### src/rtl/zigzag_reorder.sv
// zigzag_reorder: reorders 8x8 blocks of DCT coefficients from row-major order to JPEG zigzag order.
// Latency: a block's first sample reaches o_data at the edge after the one that wrote its 64th input.
// Backpressure: ping-pong banks; i_ack drops only while both banks hold unread blocks; o_ack low freezes the output.
module zigzag_reorder #(
  parameter int width = 12
) (
  input  logic             CLK,
  input  logic             RST,
  input  logic [width-1:0] i_data,
  input  logic             i_stb,
  output logic             i_ack,
  output logic [width-1:0] o_data,
  output logic             o_stb,
  input  logic             o_ack,
  output logic             o_last
);

  // Zigzag position k -> row-major index within the 8x8 block.
  function automatic logic [5:0] zz(input logic [5:0] k);
    logic [5:0] idx;
    case (k)
      6'd0:  idx = 6'd0;
      6'd1:  idx = 6'd1;
      6'd2:  idx = 6'd8;
      6'd3:  idx = 6'd16;
      6'd4:  idx = 6'd9;
      6'd5:  idx = 6'd2;
      6'd6:  idx = 6'd3;
      6'd7:  idx = 6'd10;
      6'd8:  idx = 6'd17;
      6'd9:  idx = 6'd24;
      6'd10: idx = 6'd32;
      6'd11: idx = 6'd25;
      6'd12: idx = 6'd18;
      6'd13: idx = 6'd11;
      6'd14: idx = 6'd4;
      6'd15: idx = 6'd5;
      6'd16: idx = 6'd12;
      6'd17: idx = 6'd19;
      6'd18: idx = 6'd26;
      6'd19: idx = 6'd33;
      6'd20: idx = 6'd40;
      6'd21: idx = 6'd48;
      6'd22: idx = 6'd41;
      6'd23: idx = 6'd34;
      6'd24: idx = 6'd27;
      6'd25: idx = 6'd20;
      6'd26: idx = 6'd13;
      6'd27: idx = 6'd6;
      6'd28: idx = 6'd7;
      6'd29: idx = 6'd14;
      6'd30: idx = 6'd21;
      6'd31: idx = 6'd28;
      6'd32: idx = 6'd35;
      6'd33: idx = 6'd42;
      6'd34: idx = 6'd49;
      6'd35: idx = 6'd56;
      6'd36: idx = 6'd57;
      6'd37: idx = 6'd50;
      6'd38: idx = 6'd43;
      6'd39: idx = 6'd36;
      6'd40: idx = 6'd29;
      6'd41: idx = 6'd22;
      6'd42: idx = 6'd15;
      6'd43: idx = 6'd23;
      6'd44: idx = 6'd30;
      6'd45: idx = 6'd37;
      6'd46: idx = 6'd44;
      6'd47: idx = 6'd51;
      6'd48: idx = 6'd58;
      6'd49: idx = 6'd59;
      6'd50: idx = 6'd52;
      6'd51: idx = 6'd45;
      6'd52: idx = 6'd38;
      6'd53: idx = 6'd31;
      6'd54: idx = 6'd39;
      6'd55: idx = 6'd46;
      6'd56: idx = 6'd53;
      6'd57: idx = 6'd60;
      6'd58: idx = 6'd61;
      6'd59: idx = 6'd54;
      6'd60: idx = 6'd47;
      6'd61: idx = 6'd55;
      6'd62: idx = 6'd62;
      default: idx = 6'd63;
    endcase
    return idx;
  endfunction

  // Both banks share one array; the top address bit selects the bank.
  logic [width-1:0] mem_q [0:127];

  logic             w_bank_q, w_bank_d;
  logic [5:0]       w_cnt_q,  w_cnt_d;
  logic             r_bank_q, r_bank_d;
  logic [5:0]       r_cnt_q,  r_cnt_d;
  logic [1:0]       full_q,   full_d;
  logic [width-1:0] o_data_q, o_data_d;
  logic             o_stb_q,  o_stb_d;
  logic             o_last_q, o_last_d;
  logic             s_read;
  logic [width-1:0] rd_dat;

  assign i_ack  = i_stb & ~full_q[w_bank_q];
  // The output register is refilled whenever it is empty or being consumed, so there is no bubble.
  assign s_read = full_q[r_bank_q] & (~o_stb_q | o_ack);
  assign rd_dat = mem_q[{r_bank_q, zz(r_cnt_q)}];

  assign o_data = o_data_q;
  assign o_stb  = o_stb_q;
  assign o_last = o_last_q;

  // Next-state for the write/read pointers, bank flags and output register.
  always_comb begin
    w_bank_d = w_bank_q;
    w_cnt_d  = w_cnt_q;
    r_bank_d = r_bank_q;
    r_cnt_d  = r_cnt_q;
    full_d   = full_q;
    o_data_d = o_data_q;
    o_stb_d  = o_stb_q;
    o_last_d = o_last_q;

    if (i_ack) begin
      w_cnt_d = w_cnt_q + 6'd1;
      if (w_cnt_q == 6'd63) begin
        full_d[w_bank_q] = 1'b1;
        w_bank_d         = ~w_bank_q;
      end
    end

    // Set and clear never collide: set needs the bank empty, clear needs it full.
    if (s_read) begin
      r_cnt_d  = r_cnt_q + 6'd1;
      o_data_d = rd_dat;
      o_stb_d  = 1'b1;
      o_last_d = (r_cnt_q == 6'd63);
      if (r_cnt_q == 6'd63) begin
        full_d[r_bank_q] = 1'b0;
        r_bank_d         = ~r_bank_q;
      end
    end else if (o_ack) begin
      o_stb_d  = 1'b0;
      o_last_d = 1'b0;
    end
  end

  // Sample storage is deliberately left out of reset.
  always_ff @(posedge CLK) begin
    if (i_ack) begin
      mem_q[{w_bank_q, w_cnt_q}] <= i_data;
    end
  end

  // Control state and output register; reset drops every buffered block.
  always_ff @(posedge CLK or posedge RST) begin
    if (RST) begin
      w_bank_q <= 1'b0;
      w_cnt_q  <= 6'd0;
      r_bank_q <= 1'b0;
      r_cnt_q  <= 6'd0;
      full_q   <= 2'b00;
      o_data_q <= '0;
      o_stb_q  <= 1'b0;
      o_last_q <= 1'b0;
    end else begin
      w_bank_q <= w_bank_d;
      w_cnt_q  <= w_cnt_d;
      r_bank_q <= r_bank_d;
      r_cnt_q  <= r_cnt_d;
      full_q   <= full_d;
      o_data_q <= o_data_d;
      o_stb_q  <= o_stb_d;
      o_last_q <= o_last_d;
    end
  end

endmodule
### config.mk
export PLATFORM = sky130hd
export DESIGN_NAME = zigzag_reorder
export DESIGN_NICKNAME = d
export VERILOG_FILES = /design/src/rtl/zigzag_reorder.sv
export SDC_FILE = /design/constraint.sdc
export NUM_CORES = 2
export LEC_CHECK = 0
export CORE_UTILIZATION = 50
export DETAILED_ROUTE_END_ITERATION = 7
export HOLD_SLACK_MARGIN = 0.12
export PLACE_DENSITY = 0.68
export SKIP_CTS_REPAIR_TIMING = 1
export SYNTH_ARGS = -nofsm -noshare
export SYNTH_HDL_FRONTEND = slang
export SYNTH_SLANG_ARGS = --single-unit
### constraint.sdc
create_clock -name CLK -period 3.7 [get_ports CLK]
set_input_delay 1.11 -clock CLK [delete_from_list [all_inputs] [get_ports CLK]]
set_output_delay 1.11 -clock CLK [all_outputs]
set_load 0.1 [all_outputs]
==> impl_metrics.csv <==
group,metric,value,unit
yosys,post_synth_fa_ha_maj_area_fraction,0.003170,
cts,max-clock-path-buffers,3,
yosys,synthesized_area,63150,um^2
status,run_status,"complete, but fails checks",
timing,worst_slack,-0.05045,ns
yosys,post_synth_and_or_nand_nor_area_fraction,0.1045,
critical_path,critPathArrivalTime,4.42,ns
power_and_ir_drop,power_leakage,25.98,nW
power_and_ir_drop,switching_power,12.41,mW
timing,rsz0062_at_grt,"true",
yosys,async_reset_ff_frac,0.01916,
global_routing,grt_antenna_before_repair,7,
critical_path,worst-setup-path-type,"register to register",
critical_path,critical_path.max_fanout,13,
place,finalWeightedCongestion,0.9124,
drt,routed_wire_length_per_instance,28.77,um
timing,setup_viol,6,
cts,cts_root_buffer,"sky130_fd_sc_hd__clkbuf_16",
finish,fillerInstances,9026,
yosys,synth_area_per_cell,14.42,um^2
finish,final_layout_size_suffix_gt1_frac,0.1930,
floorplan,ios,31,
place,placement.io_buffers,30,
yosys,synth_flop_cell,"sky130_fd_sc_hd__edfxtp_1",
cts,clock_pin_transition_on_the_worst_setup_and_hold_timing_paths,0.07,ns
yosys,flip_flop_and_latch_count_after_synthesis,1566,
global_routing,grt_start_max_net_pins,129,
cts,cts_inserted_buffers,159,
timing,layout_worst_path_cycle_share,1.014,
yosys,synthMuxAreaShare,0.02441,
yosys,syn-num-nets,4410,
floorplan,dieArea,127700,um^2
timing,relSlewSlack,0.3281,
finish,final_core_util,0.6047,
power_and_ir_drop,power.share.switching,0.2799,
cts,cts_tree,"done",
yosys,synth_top_family_by_area,"simple AND/OR/NAND/NOR gates",
power_and_ir_drop,cellInternalPower,31.93,mW
timing,timing_max_transition_violations_final,0,
timing,clock_skew_after_layout,0.03904,ns
drt,dr_total_vias,42111,
critical_path,crit_chain,"inv_2, buf_6, ha_2, and2_1, a21oi_1, o211ai_1, clkbuf_16, nand2_8, buf_12, buf_16, buf_16, a211oi_1, a311oi_2, a311oi_1, or4_4, nand4_1",
floorplan,die_width,357.4,um
critical_path,path_common_cell,"sky130_fd_sc_hd__buf_16",
power_and_ir_drop,powerDensity,584.7,nW/um^2
floorplan,core.rowCount,130,
critical_path,crit_path_top_delay_cell,"sky130_fd_sc_hd__a311oi_1",
yosys,synth-edff-count,1536,
yosys,ys_top_cells_by_area,"sky130_fd_sc_hd__edfxtp_1, sky130_fd_sc_hd__nand2_1, sky130_fd_sc_hd__a211oi_1",
drt,drt_wl_total,188000,um
floorplan,core,125400,um^2
timing,worstMarginPinSlew,1.002,ns
cts,cts_num_sinks,1566,
timing,min_period,3.750,ns
global_routing,grt-ovfl-total,0,
yosys,yosys.area_share.xor_xnor,0.001803,
floorplan,die_height,357.4,um
critical_path,endpoint_kind,"register",
status,failed_checks,"negative setup slack",
yosys,synth-warning-count,0,
finish,synthToLayoutAreaGrowth,20.08,%
timing,achievable-frequency,0.2666,GHz
timing,timing.setup.tns,-0.1370,ns
global_routing,groute.usage.overall,0.2806,
run,cap_viol_max_count,0,
drt,detail_route.first_pass.iterations,5,
finish,finish.net_count,4789,
yosys,area_fraction_in_compound_gates_after_synthesis,0.09910,
power_and_ir_drop,clock_power_share,0.355,
finish,final-seq-area,46880,um^2
power_and_ir_drop,power.sequential.fraction,0.455,
yosys,synth_top_area_frac,0.7304,
drt,vias_per_cell,6.444,
place,detailedPlacementHpwl,110700,um
power_and_ir_drop,combPwrFrac,0.189,
timing,final_hold_viol_count,0,
critical_path,cp_data_required_time,4.37,ns
floorplan,initial_core_utilization,0.5036,
critical_path,worst_setup_path_start_kind,"register",
yosys,synthCells,4378,
place,place_worst_setup_slack,-0.3786,ns
drt,drt-initial-drc-count,6026,
cts,clock_latency,0.79,ns
power_and_ir_drop,worst_case_vdd_ir_drop,513.1,uV
yosys,synth_seq_area_share,0.7423,
drt,drcViolationCount,0,
global_routing,grt_pass1_wl,262200,um
global_routing,first_global_vias,38877,
yosys,post_synth_num_cell_types,62,
drt,route.antenna.remaining_nets,0,
yosys,synth_top_area_cell,"sky130_fd_sc_hd__edfxtp_1",
critical_path,timing.critical_path.slowest_cell_delay,0.66,ns
cts,h-tree-depth,4,
finish,multi_input_area,15590,um^2
min_path,hold_path_class,"register to register",
## synth_stat cells, drive strengths merged, types with 37 or more instances
master  number
o22ai       49
nor2       148
a211oi     282
mux2i      118
a21oi       37
clkbuf     221
buf        126
a311oi     138
o21ai       58
and3       284
nand3      180
nand2      745
edfxtp    1536
a31oi      124
o221ai      80
## power groups by stage
stage                     registers, mW  logic (mW)  clock network [mW]
after detailed placement           20.5        7.37                   0
after global placement             20.5        7.29                   0
after floorplan                    20.7        3.70                   0
final                              20.2        8.39                15.8
after global routing               20.2        8.73                16.5
after CTS                          20.2        7.41                15.8
## path summary, 6_finish.rpt
kind                            startpoint        end  slack, ns  depth (start not counted)
worst max register to register  r_cnt_q[0]  o_data[4]      -0.05                         16
min in group asynchronous              RST     o_last       0.73                          2
worst min register to register   full_q[0]  full_q[0]       0.52                          1
worst max-delay path            r_cnt_q[0]  o_data[4]      -0.05                         16
worst min-delay path             full_q[0]  full_q[0]       0.52                          1
max in group asynchronous              RST  o_data[0]       2.19                          3
## cells in the final DEF, fill, tap and decap left out, types with 16 or more instances in the layout
| cell type | n |
|---|---|
| sky130_fd_sc_hd__a211oi_1 | 272 |
| sky130_fd_sc_hd__nand4_1 | 16 |
| sky130_fd_sc_hd__a311oi_1 | 93 |
| sky130_fd_sc_hd__and3_1 | 283 |
| sky130_fd_sc_hd__buf_4 | 414 |
| sky130_fd_sc_hd__nand3_1 | 180 |
| sky130_fd_sc_hd__buf_16 | 19 |
| sky130_fd_sc_hd__o211ai_1 | 17 |
| sky130_fd_sc_hd__a31oi_1 | 117 |
| sky130_fd_sc_hd__buf_6 | 17 |
| sky130_fd_sc_hd__edfxtp_1 | 1536 |
| sky130_fd_sc_hd__o221ai_1 | 69 |
| sky130_fd_sc_hd__o21ai_0 | 53 |
| sky130_fd_sc_hd__nor2_1 | 142 |
| sky130_fd_sc_hd__clkbuf_16 | 186 |
| sky130_fd_sc_hd__dfrtp_1 | 30 |
| sky130_fd_sc_hd__nand2_1 | 742 |
| sky130_fd_sc_hd__buf_12 | 84 |
| sky130_fd_sc_hd__clkinv_1 | 32 |
| sky130_fd_sc_hd__a21oi_1 | 27 |
| sky130_fd_sc_hd__mux2i_1 | 118 |
| sky130_fd_sc_hd__clkbuf_1 | 41 |
| sky130_fd_sc_hd__clkinv_2 | 17 |
| sky130_fd_sc_hd__o22ai_1 | 37 |
| sky130_fd_sc_hd__a311oi_2 | 40 |
## state kept, by name, summed over array words and instances (netlist names)
register	count
full_q	2
w_cnt_q	6
r_cnt_q	6
w_bank_q	1
mem_q	1536
r_bank_q	1
o_data	12
o_stb	1
o_last	1
## routing by layer
layer	global-route usage	part of all wire	vias to the layer above
met5	0	0.00018	-
met4	0.1031	0.039	6
met3	0.05847	0.11	396
met2	0.4280	0.46	2634
met1	0.3995	0.38	21166
li1	-	-	17909
## final cells by class
class | count | area share
sequential | 1566 | 0.6181
multi-input combinational | 2452 | 0.2055
timing repair buffer | 564 | 0.08147
clock buffer | 209 | 0.05658
tap | 1650 | 0.02722
clock inverter | 77 | 0.01021
inverter | 14 | 0.0007260
antenna | 3 | 0.00009900
## through the flow
stage | area (um^2) | instances | power, mW | hold slack, ns
global route | 75830 | 6532 | 45.43 | 0.5399
finish | 75830 | 6535 | 44.34 | 0.5178
global placement | 68720 | 6186 | 27.81 | 0.4998
floorplan | 63150 | 4378 | 24.40 | 0.4809
detailed placement | 68720 | 6186 | 27.91 | 0.5093
CTS | 73790 | 6472 | 43.40 | 0.5218
## worst max-delay path, delay by kind of cell (launching register included)
kind | cells | cell delay, ns
compound gates | 5 | 1.44
simple gates | 4 | 0.61
buf+inv | 6 | 0.97
fa+ha+maj | 1 | 0.20
flops | 1 | 0.40
## cell families (layout without fill, tap and decap cells)
group           count (synthesis)  in the layout
mux                           135            135
simple gates                 1440           1441
xor+xnor                       13             13
flops                        1566           1566
buf+inv                       361            864
compound gates                847            847
other cells                     0              3
fa+ha+maj                      16             16
(Power assumes the default switching activity.)
